### src/rtl/unified_mem_arbiter.sv
// Purpose: shares one single-ported unified memory between the fetch port and the data port.
// Latency: 3 cycles minimum (req -> mem_req -> mem_rvalid -> valid pulse); one transaction in flight.
// Backpressure: mem_gnt low holds mem_req and its payload stable; each port sees *_stall until its valid pulse.
//
// Ports:
//   clk, rst                      clock and asynchronous active-low reset
//   i_req/i_addr -> i_rdata/i_valid/i_stall                 instruction-fetch port
//   d_req/d_we/d_addr/d_wdata -> d_rdata/d_valid/d_stall    data (MEM-stage) port
//   err                           pulses with the owner's valid when a transaction times out
//   mem_req/mem_we/mem_addr/mem_wdata, mem_gnt/mem_rvalid/mem_rdata   memory side
module unified_mem_arbiter #(
  parameter int ADDR_W       = 32,
  parameter int DATA_W       = 32,
  parameter int STARVE_LIMIT = 4,
  parameter int TIMEOUT      = 64
) (
  input  logic              clk,
  input  logic              rst,
  input  logic              i_req,
  input  logic [ADDR_W-1:0] i_addr,
  output logic [DATA_W-1:0] i_rdata,
  output logic              i_valid,
  output logic              i_stall,
  input  logic              d_req,
  input  logic              d_we,
  input  logic [ADDR_W-1:0] d_addr,
  input  logic [DATA_W-1:0] d_wdata,
  output logic [DATA_W-1:0] d_rdata,
  output logic              d_valid,
  output logic              d_stall,
  output logic              err,
  output logic              mem_req,
  output logic              mem_we,
  output logic [ADDR_W-1:0] mem_addr,
  output logic [DATA_W-1:0] mem_wdata,
  input  logic              mem_gnt,
  input  logic              mem_rvalid,
  input  logic [DATA_W-1:0] mem_rdata
);

  localparam int SW = $clog2(STARVE_LIMIT + 1);
  localparam int TW = $clog2(TIMEOUT + 1);
  localparam logic [SW-1:0] STARVE_MAX = SW'(STARVE_LIMIT);
  localparam logic [TW-1:0] TO_LAST    = TW'(TIMEOUT - 1);

  typedef enum logic [1:0] {S_IDLE, S_REQ, S_WAIT} state_t;

  state_t        state;
  logic          owner_d;     // 1: data port owns the outstanding transaction
  logic [SW-1:0] starve_cnt;
  logic [TW-1:0] to_cnt;

  logic i_elig;
  logic d_elig;
  logic grant_i;
  logic grant_d;

  // A port whose completion is being signalled this cycle is not eligible,
  // otherwise the still-asserted req would be granted a second time.
  assign i_elig  = i_req & ~i_valid;
  assign d_elig  = d_req & ~d_valid;
  assign grant_i = i_elig & (~d_elig | (starve_cnt == STARVE_MAX));
  assign grant_d = d_elig & ~grant_i;

  assign i_stall = i_req & ~i_valid;
  assign d_stall = d_req & ~d_valid;

  always_ff @(posedge clk or negedge rst) begin
    if (!rst) begin
      state      <= S_IDLE;
      owner_d    <= 1'b0;
      starve_cnt <= '0;
      to_cnt     <= '0;
      mem_req    <= 1'b0;
      mem_we     <= 1'b0;
      mem_addr   <= '0;
      mem_wdata  <= '0;
      i_valid    <= 1'b0;
      d_valid    <= 1'b0;
      err        <= 1'b0;
      i_rdata    <= '0;
      d_rdata    <= '0;
    end else begin
      i_valid <= 1'b0;
      d_valid <= 1'b0;
      err     <= 1'b0;
      case (state)
        S_IDLE: begin
          if (grant_i) begin
            owner_d    <= 1'b0;
            mem_addr   <= i_addr;
            mem_we     <= 1'b0;
            mem_wdata  <= '0;
            mem_req    <= 1'b1;
            starve_cnt <= '0;
            state      <= S_REQ;
          end else if (grant_d) begin
            owner_d   <= 1'b1;
            mem_addr  <= d_addr;
            mem_we    <= d_we;
            mem_wdata <= d_wdata;
            mem_req   <= 1'b1;
            // Only data grants that bypass a waiting fetch count toward starvation.
            if (i_req && (starve_cnt != STARVE_MAX)) begin
              starve_cnt <= starve_cnt + 1'b1;
            end
            state <= S_REQ;
          end
        end
        S_REQ: begin
          // A response arriving together with the grant belongs to nothing we issued.
          if (mem_gnt) begin
            mem_req <= 1'b0;
            to_cnt  <= '0;
            state   <= S_WAIT;
          end
        end
        S_WAIT: begin
          if (mem_rvalid) begin
            if (owner_d) begin
              d_valid <= 1'b1;
              d_rdata <= mem_rdata;
            end else begin
              i_valid <= 1'b1;
              i_rdata <= mem_rdata;
            end
            state <= S_IDLE;
          end else if (to_cnt == TO_LAST) begin
            // Last permitted WAIT cycle without a response: complete with an error.
            if (owner_d) begin
              d_valid <= 1'b1;
              d_rdata <= '0;
            end else begin
              i_valid <= 1'b1;
              i_rdata <= '0;
            end
            err   <= 1'b1;
            state <= S_IDLE;
          end else begin
            to_cnt <= to_cnt + 1'b1;
          end
        end
        default: state <= S_IDLE;
      endcase
    end
  end

endmodule
### config.mk
export PLATFORM = sky130hd
export DESIGN_NAME = unified_mem_arbiter
export DESIGN_NICKNAME = d
export VERILOG_FILES = /design/src/rtl/unified_mem_arbiter.sv
export SDC_FILE = /design/constraint.sdc
export NUM_CORES = 1
export LEC_CHECK = 0
export BUFFER_PORTS_ARGS = -buffer_cell sky130_fd_sc_hd__buf_4
export CAP_MARGIN = 10
export CORE_MARGIN = 2
export CORE_UTILIZATION = 42
export DETAILED_ROUTE_END_ITERATION = 10
export PLACE_DENSITY = 0.76
export SLEW_MARGIN = 20
export SYNTH_ARGS = -nofsm -noshare
export SYNTH_HDL_FRONTEND = slang
export SYNTH_SLANG_ARGS = --single-unit
### constraint.sdc
create_clock -name clk -period 1.74 [get_ports clk]
set_input_delay 0.087 -clock clk [delete_from_list [all_inputs] [get_ports clk]]
set_output_delay 0.087 -clock clk [all_outputs]
set_load 0.05 [all_outputs]
## After elaboration in Yosys (flattened, before gate mapping)

Index checks and enable logic that the tools add are counted.

- Register bits: 146
- Input bits: 135
- Output and inout bits: 135
- Logic and storage cells: 92

- Add/sub/neg operators: 2
- Eq/ne operators: 10
- Mux-type cells: 43
- Bitwise logic cells: 10
- Reduce and logical (&&, ||, !) cells: 14

Operator list:

| kind | number |
|---|---|
| $mux 32 | 12 |
| $mux 7 | 3 |
| $mux 1 | 17 |
| $reduce_and 3->1 | 5 |
| $pmux 7 s2 | 1 |
| $mux 2 | 5 |
| $reduce_bool 2->1 | 5 |
| $mux 3 | 3 |
| $ne 3x3->1 const B | 3 |
| $add 7x1->7 const B | 1 |
| $eq 7x6->1 const B | 1 |
| $ne 2x2->1 const B | 3 |
| $pmux 2 s3 | 1 |
| $not 1->1 | 5 |
| $and 1x1->1 | 4 |
| $reduce_and 4->1 | 1 |
| $add 3x1->3 const B | 1 |
| $eq 3x3->1 const B | 1 |
| $eq 2x1->1 const B | 1 |
| $eq 2x2->1 const B | 1 |
| $logic_not 2->1 | 1 |
| $pmux 1 s2 | 1 |
| $reduce_and 2->1 | 1 |
| $logic_and 1x1->1 | 1 |
| $or 1x1->1 | 1 |

## Logic depth before layout (Yosys ltp)

Gate-level depths: netlist of the first run.

- Depth in word-level cells: 10
- Depth in mapped cells: 8
- Depth with buffers taken out: 6

## Worst setup path before layout of the first run

Ideal clock, no wire load.

- Path type: register to register
- From: register d_valid
- To: register mem_wdata[22]
- Library setup time: 67 ps
- Arrival time: 2405 ps
- Required time: 1673 ps
- Setup slack: -732 ps
- Stages on the path, launching flop included: 7
- Buffers on the path: 2
- Period minus slack after synthesis: 2472 ps
- Path through: dfrtp_1 > nor2b_1 > o21ai_0 > buf_2 > a21oi_2 > buf_2 > a22o_1

- Word-level cells in the longest chain between the ends: 9
- Elaborated cells between the ends (all ways): 10
- Those cells by class: 1 x mux; 7 x bitwise; 2 x reduce/logical

Ends and longest elaborated chain:

| item | RTL line | RTL |
|---|---|---|
| start, declared | 29 | `output logic d_valid,` |
| start signal, assigned | 79 | `d_valid <= 1'b0;` |
| start signal, assigned | 85 | `d_valid <= 1'b0;` |
| start signal, assigned | 121 | `d_valid <= 1'b1;` |
| $not 1->1 * | - |  |
| $and 1x1->1 * | - |  |
| net d_stall | 30 | `output logic d_stall,` |
| $not 1->1 | 62 | `assign grant_i = i_elig & (~d_elig \| (starve_cnt == STARVE_MAX));` |
| $or 1x1->1 | 62 |  |
| $and 1x1->1 | 62 |  |
| $not 1->1 | 63 | `assign grant_d = d_elig & ~grant_i;` |
| $and 1x1->1 | 63 |  |
| $reduce_bool 2->1 (no source line) | - |  |
| $reduce_and 2->1 (no source line) | - |  |
| end signal, assigned | 101 | `mem_wdata <= d_wdata;` |
| end, declared | 35 | `output logic [DATA_W-1:0] mem_wdata,` |

The timed path passes the listed nets; every way through them passes the cells marked *.
A chain may end at the register's enable or synchronous reset.

## Worst setup path after layout of the first run

- From: register state[0]
- To: register to_cnt[2]

- Word-level cells in the longest chain between the ends: 3
- Elaborated cells between the ends (all ways): 8
- Those cells by class: 5 x eq/ne; 1 x mux; 2 x reduce/logical

Ends and longest elaborated chain:

| item | RTL line | RTL |
|---|---|---|
| start, declared | 48 | `state_t state;` |
| start signal, assigned | 70 | `state <= S_IDLE;` |
| start signal, assigned | 96 | `state <= S_REQ;` |
| start signal, assigned | 107 | `state <= S_REQ;` |
| $eq 2x2->1 or $eq 2x1->1 (tied branches) | 87 | `case (state)` |
| $ne 2x2->1 (no source line) or $reduce_bool 2->1 (tied branches) | - |  |
| $reduce_and 4->1 (no source line) | - |  |
| end signal, assigned | 140 | `to_cnt <= to_cnt + 1'b1;` |
| end, declared | 51 | `logic [TW-1:0] to_cnt;` |

Parallel ways exist; a longest one is shown, timed or not.

==> run summary, run 1 <==
Result of the run: finished clean
Number of setup violations in the final report: 0
Worst Path Max Fanout: 9
Register Area: 3660 um2
Routing usage on met3: 7.88%
Area of combinational cells with multiple inputs: 1930 um2
Detailed Place HPWL: 11700 um
Share of post-route cells with drive strength above 1: 39.4%
Buffers added on ports: 269
Critical Path, Cell by Cell: or3b_1, a41o_2, a311o_1
GRT met2 Usage: 48.0%
Hold endpoint: mem_addr[6]$_DFFE_PN0P_
Total routing usage reported by global routing: 27.7%
Crit-path slowest cell: sky130_fd_sc_hd__or3b_1
Number of antenna violations at the first check in global routing: 0
Pwr/cell area: 2130 nW/um2
Kind of critical path: reg2reg
Clock latency on the worst-skew pair: 0.41 ns
Sequential element share of the synthesized area: 64.1%
Core area: 13200 um2
Detailed-route wire length: 20400 um
Aggregate global routing overflow: 0
Comb power frac: 53.7%
IR Drop Worst-Case VDD: 1650 uV
Net count after synthesis: 582
Maximum clock insertion buffer count: 2
Critical Path End Type: flop
Buffer type at the clock tree root: sky130_fd_sc_hd__clkbuf_16
Clock tree from TritonCTS: done
Routed wire per std cell: 20.0 um
Global-route wire length before repair: 31000 um
Power Internal: 10.9 mW
Origin of the critical flop-to-flop path: state[0]$_DFFE_PN0P_
Sequential power share: 28.6%
Final worst-path cycle share: 96.1%
Count of synthesis-stage warnings from yosys: 0
Static leakage power: 4.97 nW
Hold crit path type: in2reg
Mapped Avg Cell Area: 12.8 um2
Max-slew headroom at the worst pin: 62.3%
Startpoint class of the critical path: flop
Number of cells on the worst hold path: 3
Antenna diodes: 0
Clock transition at path regs: 0.06 ns
Max-capacitance violation count: 0
Total placed cells including tap cells: 869
Most Used Layer, Global Route: met2
H-tree lvl count: 4
Core utilization of the finished layout: 74.2%
Most frequent cells in the layout: sky130_fd_sc_hd__buf_4, sky130_fd_sc_hd__dfrtp_1, sky130_fd_sc_hd__dlygate4sd3_1
Most common cell after layout, fill and taps aside: sky130_fd_sc_hd__buf_4
Net count, final: 966
Setup skew after layout: 0.0111 ns
Maximum operating frequency: 598 MHz
Number of storage elements in the synthesis netlist: 146
Layout fillers: 790
Number of global-route vias before repair: 5776
Count of antenna-violating nets left after detailed routing: 0
Critical path data arrival time: 1.96 ns
DR pass1 iterations: 5
Biggest cell delay along the critical path: 0.48 ns
Global Route met1 Usage: 32.1%
Final number of hold-violating endpoints: 0
Synth Instances: 444
Die extent in y: 121 um
Switching Fraction: 47.9%
Number of unique standard cell types used by synthesis: 37
Number of buffers added by the clock tree synthesis step: 17
Worst reg2reg path endpoint: to_cnt[2]$_DFFE_PN0P_
Area Growth Syn to Fin: 72.3%
Synthesized area: 5700 um2
Critical path required time: 2.02 ns
Final weighted congestion in routability-driven placement: 0.890
Die area: 14500 um2
Vias after detailed routing: 5502
Boundary Pins: 270
Time the final worst path needs with I/O delays and setup: 1.67 ns
Final cell count without fillers: 1017
Die outline width: 121 um
Hold Path Origin: i_addr[6]
Maximum number of pins on one net before global-route repair: 70
Cell Rows: 42
Remaining DRCs: 0
RSZ-0062 raised after global routing: false
Depth of the worst register-to-register path: 3
Clock power share: 17.7%
# clock sinks: 146
Initial standard-cell utilization of the core: 43.0%
Vias per cell: 5.41
Count of routing violations after the opening detailed-route iteration: 488
R2R setup slack: 0.07 ns
Slew of the pin with the lowest slew margin: 0.565 ns
Number of pins exceeding their max-slew limit in the final report: 0
Net switching power: 10.0 mW
cell usage after synthesis, drive strengths merged:
library cell    n  area share, %
a21oi           1           0.15
or4             1           0.13
mux2            1           0.20
nand2          43            2.8
and2            2           0.22
o2bb2ai         1           0.15
ha              3           0.66
a22o           98             15
nor3            2           0.18
nand4           1           0.11
inv             6           0.40
nor3b           1           0.13
mux2i          33            5.8
a21o            2           0.26
nand3b          1           0.13
dfrtp         146             64
o21ai          35            3.1
or3b            2           0.31
a21bo           1           0.18
nor2b           4           0.44
and3            1           0.11
nor2            4           0.26
o311a           1           0.18
a41o            2           0.35
o31ai           1           0.13
and2b           1           0.13
a311o           1           0.18
o211a           1           0.18
buf            17            1.6
o211ai          1           0.13
clkbuf         18            1.2
nand3           9           0.79
nand2b          1           0.11
a31oi           2           0.22
how the worst max path moves through the flow:
stage | start | end
finish | state[0]$_DFFE_PN0P_ | to_cnt[2]$_DFFE_PN0P_
global route | state[1]$_DFFE_PN0P_ | to_cnt[2]$_DFFE_PN0P_
CTS | to_cnt[0]$_DFFE_PN0P_ | d_rdata[2]$_DFFE_PN0P_
detailed placement | to_cnt[0]$_DFFE_PN0P_ | d_rdata[12]$_DFFE_PN0P_
global placement | state[0]$_DFFE_PN0P_ | to_cnt[2]$_DFFE_PN0P_
floorplan | i_valid$_DFF_PN0_ | mem_addr[13]$_DFFE_PN0P_
through the flow:
stage | setup WS [ns] | hold slack, ns | area, um2 | setup TNS, ns | power, mW
2_1_floorplan | -0.0298 | -0.209 | 5770 | -0.865 | 13.2
3_3_place_gp | 0.138 | 0.0894 | 8020 | 0 | 16.5
3_5_place_dp | 0.0338 | 0.0985 | 8020 | 0 | 16.7
4_1_cts | 0.00661 | 0.00378 | 9760 | 0 | 20.7
5_1_grt | 0.0130 | 0.0277 | 9820 | 0 | 21.7
6_report | 0.0684 | 0.0160 | 9820 | 0 | 21.0
registers in the layout (all words and copies together), names as in the netlist:
register / flops
d_rdata: 32
i_rdata: 32
mem_addr: 32
mem_wdata: 32
to_cnt: 7
starve_cnt: 3
state: 2
d_valid: 1
err: 1
i_valid: 1
mem_req: 1
mem_we: 1
owner_d: 1
area by class of cell:
class                      count  share of cell area (%)
multi-input combinational    257                    19.6
timing repair buffer         400                    34.6
sequential                   146                    37.2
clock buffer                  20                    4.55
tap                          176                    2.24
clock inverter                12                    1.60
inverter                       6                   0.229
cell families after synthesis:
kind of cell,after synthesis,synth area share [%]
AO/OA/AOI/OAI,147,20.2
flip-flops,146,64.1
AND/OR/NAND/NOR,73,5.88
buffers and inverters,41,3.14
multiplexers,34,5.99
adder cells (fa/ha/maj),3,0.659
critical path, delay by kind of cell (launching register included):
kind            cells  cell delay, ns
compound gates      2            0.65
flops               1            0.42
simple gates        1            0.48
power by group through the flow:
stage	Combinational, mW	Clock (mW)	Sequential, mW
2_1_floorplan	2.52	0	10.6
3_3_place_gp	10.6	0	5.82
3_5_place_dp	10.8	0	5.88
4_1_cts	11.0	3.76	5.88
5_1_grt	11.7	3.90	6.15
6_report	11.3	3.72	5.99
routing by layer:
layer / part of all wire, % / vias to the layer above
li1: - / 2408
met1: 38 / 2719
met2: 50 / 317
met3: 8.4 / 58
met4: 3.5 / 0
met5: 0 / -
what timing repair did:
item / CTS / global route
hold endpoints to repair: 178 / 0
setup endpoints to repair: 0 / 35
gates resized for setup: 0 / 6
hold buffers: 113 / 0
buffers inserted: 0 / 2
No activity file was read; power rests on OpenSTA's default activity.
==> run 2, diff against run 1 <==
CORE_UTILIZATION = 31   (was 42)
PLACE_DENSITY = not set   (was 0.76)
==> run summary, run 2 (synthesis results as in run 1) <==
Result of the run: finished clean
Critical path data arrival time: 1.95 ns
Detailed-route wire length: 18800 um
Startpoint class of the critical path: flop
Maximum operating frequency: 599 MHz
Biggest cell delay along the critical path: 0.40 ns
Total met2 wirelength after detailed routing: 9260 um
Boundary Pins: 270
# clock sinks: 146
Crit-path slowest cell: sky130_fd_sc_hd__dfrtp_1
Vias after detailed routing: 5218
Max-capacitance violation count: 0
Final worst-path cycle share: 95.9%
Number of global-route vias before repair: 5694
Share of post-route cells with drive strength above 1: 38.8%
Max-slew headroom at the worst pin: 71.3%
Net count, final: 977
R2R setup slack: 0.07 ns
Routed wire per std cell: 17.4 um
Critical Path End Type: flop
Number of pins exceeding their max-slew limit in the final report: 0
Hold endpoint: mem_addr[15]$_DFFE_PN0P_
Number of antenna violations at the first check in global routing: 0
Area Growth Syn to Fin: 75.1%
Highest routing layer actually used: met4
Worst Path Max Fanout: 12
Number of setup violations in the final report: 0
Critical path required time: 2.02 ns
Global-route wire length before repair: 30300 um
Aggregate global routing overflow: 0
Hold Path Origin: d_addr[15]
Critical Path, Cell by Cell: inv_1, ha_1, nand2_1, a21bo_4, buf_12, buf_4, mux2i_2, o21ai_1
Count of antenna-violating nets left after detailed routing: 0
Buffers added on ports: 269
Final number of hold-violating endpoints: 0
Maximum clock insertion buffer count: 2
Die area: 19500 um2
Routed length on met3: 1400 um
Hold crit path type: in2reg
Number of cells on the worst hold path: 3
Die outline width: 140 um
Depth of the worst register-to-register path: 8
Clock transition at path regs: 0.06 ns
Most common cell after layout, fill and taps aside: sky130_fd_sc_hd__buf_4
Core area: 18000 um2
Cell Rows: 49
IR Drop Worst-Case VDD: 1430 uV
H-tree lvl count: 4
Buffers inserted by post-CTS timing repair: 0
Time the final worst path needs with I/O delays and setup: 1.67 ns
Final weighted congestion in routability-driven placement: 0.821
Layout fillers: 1500
RSZ-0062 raised after global routing: false
Pwr/cell area: 2060 nW/um2
Die extent in y: 140 um
Vias per cell: 4.82
Count of routing violations after the opening detailed-route iteration: 269
Hold slack final: 0.0110 ns
Top Family by Delay on Critical Path: flip-flops
Slew of the pin with the lowest slew margin: 0.431 ns
Detailed Place HPWL: 11900 um
Clock tree from TritonCTS: done
Number of buffers added by the clock tree synthesis step: 17
Remaining DRCs: 0
Summed negative setup slack over all endpoints: 0 ns
Most frequent cells in the layout: sky130_fd_sc_hd__buf_4, sky130_fd_sc_hd__dfrtp_1, sky130_fd_sc_hd__dlygate4sd3_1
Origin of the critical flop-to-flop path: starve_cnt[0]$_DFFE_PN0P_
Static leakage power: 5.01 nW
Initial standard-cell utilization of the core: 31.6%
Worst reg2reg path endpoint: mem_addr[4]$_DFFE_PN0P_
Clock latency on the worst-skew pair: 0.42 ns
Maximum number of pins on one net before global-route repair: 98
Post-route met1 wirelength: 7770 um
Buffer type at the clock tree root: sky130_fd_sc_hd__clkbuf_16
Kind of critical path: reg2reg
DR pass1 iterations: 5
Setup skew after layout: 0.0132 ns
Buffers plus inverters on the worst setup path: 3
Total routing usage reported by global routing: 19.4%
==> run 2: per-layer routing <==
layer | track usage, % | vias up
li1 | - | 2431
met1 | 23.4 | 2535
met2 | 33.1 | 226
met3 | 5.78 | 26
met4 | 6.84 | 0
met5 | 0 | -
==> run 2: tightest hold or removal path, stage by stage <==
cell	delay [ns]
sky130_fd_sc_hd__buf_4	0.08
sky130_fd_sc_hd__mux2i_1	0.07
sky130_fd_sc_hd__o21ai_0	0.15
==> run 2: area by class of cell <==
| class | count | area [um2] | share of cell area [%] |
|---|---|---|---|
| inverters | 6 | 22.5 | 0.226 |
| clock inverters | 13 | 126 | 1.27 |
| well taps | 229 | 287 | 2.87 |
| diodes | 1 | 2.50 | 0.0251 |
| multi-input cells | 257 | 1920 | 19.2 |
| flip-flops and latches | 146 | 3660 | 36.6 |
| repair buffers | 411 | 3530 | 35.3 |
| clock buffers | 19 | 443 | 4.44 |
==> run 2: where the power goes <==
part	internal, mW	switching, mW	leakage, nW
combinational	3.74	7.36	2.90
clock	2.03	1.49	0.267
sequential	4.92	0.989	1.84
total	10.7	9.84	5.01
==> run 2: worst max-delay path by stage <==
stage	startpoint	to	slack [ns]	depth (start not counted)
finish	starve_cnt[0]$_DFFE_PN0P_	mem_addr[4]$_DFFE_PN0P_	0.07	8
global route	starve_cnt[0]$_DFFE_PN0P_	mem_addr[22]$_DFFE_PN0P_	0.005	8
CTS	state[0]$_DFFE_PN0P_	to_cnt[2]$_DFFE_PN0P_	0.009	3
detailed placement	state[0]$_DFFE_PN0P_	to_cnt[2]$_DFFE_PN0P_	0.007	3
global placement	state[0]$_DFFE_PN0P_	to_cnt[2]$_DFFE_PN0P_	0.1	3
floorplan	i_valid$_DFF_PN0_	mem_addr[13]$_DFFE_PN0P_	-0.03	6
==> run 2: what timing repair did <==
action	4_1_cts	5_1_grt
resized for setup	1	4
gates cloned	0	1
endpoints found under the hold margin	172	0
hold buffers	123	0
pin swaps	0	1
setup endpoints to repair	1	7
==> run 2: per-stage QoR <==
step	instances	utilization [%]	area (um2)	total power [mW]	setup WS [ns]
2_1_floorplan	444	-	5770	13.2	-0.0298
3_3_place_gp	925	45.1	8140	16.6	0.0996
3_5_place_dp	925	45.1	8140	16.8	0.00682
4_1_cts	1080	55.1	9940	20.6	0.00945
5_1_grt	1081	55.4	9980	21.5	0.00470
6_report	1082	55.4	9980	20.5	0.0712
==> run 3, diff against run 2 <==
CORE_MARGIN = 3   (was 2)
==> run summary, run 3 (synthesis results as in run 1) <==
Result of the run: finished clean
Pwr/cell area: 2060 nW/um2
Max-slew headroom at the worst pin: 71.8%
Crit-path slowest cell: sky130_fd_sc_hd__or3b_1
Maximum clock insertion buffer count: 2
Hold crit path type: in2reg
Final worst-path cycle share: 95.5%
DR pass1 iterations: 4
Share of post-route cells with drive strength above 1: 38.0%
Detailed Place HPWL: 12200 um
Count of routing violations after the opening detailed-route iteration: 246
Register Area: 3660 um2
Boundary Pins: 270
Total placed cells including tap cells: 917
Area Growth Syn to Fin: 75.5%
Core area: 17700 um2
Critical Path End Type: flop
Time the final worst path needs with I/O delays and setup: 1.66 ns
Die outline width: 142 um
Die area: 20100 um2
Buffers inserted by post-CTS timing repair: 0
Critical path data arrival time: 1.96 ns
Setup skew after layout: 0.00971 ns
Maximum operating frequency: 602 MHz
Number of pins exceeding their max-slew limit in the final report: 0
Buffers added on ports: 269
Area of combinational cells with multiple inputs: 1910 um2
H-tree lvl count: 4
Final instance area: 10000 um2
Routed wire per std cell: 17.8 um
Hold slack final: 0.0840 ns
Final number of hold-violating endpoints: 0
Count of antenna-violating nets left after detailed routing: 0
Most frequent cells in the layout: sky130_fd_sc_hd__buf_4, sky130_fd_sc_hd__dfrtp_1, sky130_fd_sc_hd__dlygate4sd3_1
Die extent in y: 142 um
Startpoint class of the critical path: flop
Number of setup violations in the final report: 0
Power Total: 20.6 mW
Biggest cell delay along the critical path: 0.48 ns
Maximum number of pins on one net before global-route repair: 84
Slew of the pin with the lowest slew margin: 0.423 ns
Critical path required time: 2.04 ns
# clock sinks: 146
Number of buffers added by the clock tree synthesis step: 17
Clock tree from TritonCTS: done
Worst Path Max Fanout: 9
IR Drop Worst-Case VDD: 1370 uV
Cell Rows: 48
Number of global-route vias before repair: 5672
Initial standard-cell utilization of the core: 32.3%
Final cell count without fillers: 1081
Total routing usage reported by global routing: 18.7%
Critical Path, Cell by Cell: or3b_1, a41o_2, a311o_1
Final weighted congestion in routability-driven placement: 0.852
Post-Place Worst Slack: 0.0628 ns
Global-route wire length before repair: 29800 um
Setup slack of the critical path after layout: 0.0786 ns
Vias per cell: 4.85
Kind of critical path: reg2reg
Static leakage power: 5.02 nW
Buffer type at the clock tree root: sky130_fd_sc_hd__clkbuf_16
RSZ-0062 raised after global routing: false
Most common cell after layout, fill and taps aside: sky130_fd_sc_hd__buf_4
Net count, final: 980
Layout fillers: 1425
Number of antenna violations at the first check in global routing: 0
Max-capacitance violation count: 0
Clock transition at path regs: 0.06 ns
Placement Cell Area: 8090 um2
Remaining DRCs: 0
Clock latency on the worst-skew pair: 0.42 ns
Aggregate global routing overflow: 0
Detailed-route wire length: 19200 um
Vias after detailed routing: 5242
[run 3: what timing repair did]
item	in CTS	in global routing
gates resized for setup	0	3
endpoints found under the setup margin	0	21
hold endpoints to repair	270	0
hold buffers	131	0
[run 3: report_power, final]
group | switching, mW | internal [mW]
registers | 1.00 | 4.92
logic | 7.33 | 3.70
clock network | 1.45 | 2.17
[run 3: final timing paths]
path	slack [ns]	from	endpoint	cells after the start
setup / recovery	0.08	state[0]$_DFFE_PN0P_	to_cnt[2]$_DFFE_PN0P_	3
hold reg to reg	0.49	mem_addr[8]$_DFFE_PN0P_	mem_addr[8]$_DFFE_PN0P_	2
min in group asynchronous	0.15	rst	i_rdata[26]$_DFFE_PN0P_	2
setup reg to reg	0.08	state[0]$_DFFE_PN0P_	to_cnt[2]$_DFFE_PN0P_	3
hold / removal	0.08	mem_rvalid	err$_DFF_PN0_	3
max in group asynchronous	0.93	rst	mem_wdata[20]$_DFFE_PN0P_	3
[run 3: metal layers]
metal  GRT usage, %  wire (um)  vias to the layer above
met5              0          0                        -
met4           6.01        247                        0
met3           6.10       1670                       17
met2           31.8       9460                      226
met1           22.5       7870                     2563
li1               -          -                     2436
[run 3: area by class of cell]
type	count	share of cell area, %
well taps	225	2.81
diodes	1	0.0250
clock buffers	19	4.43
repair buffers	414	35.4
clock inverters	13	1.49
flip-flops and latches	146	36.6
multi-input cells	257	19.1
inverters	6	0.225
[run 3: critical path: cells and delay by family, from the launching register on]
kind	cells	cell delay, ns
flops	1	0.42
compound gates	2	0.65
simple gates	1	0.48
[run 3: through the flow]
stage               utilization [%]  TNS (ns)
floorplan                         -    -0.865
global placement               45.8         0
detailed placement             45.8         0
CTS                            56.6         0
global route                   56.6         0
finish                         56.7         0
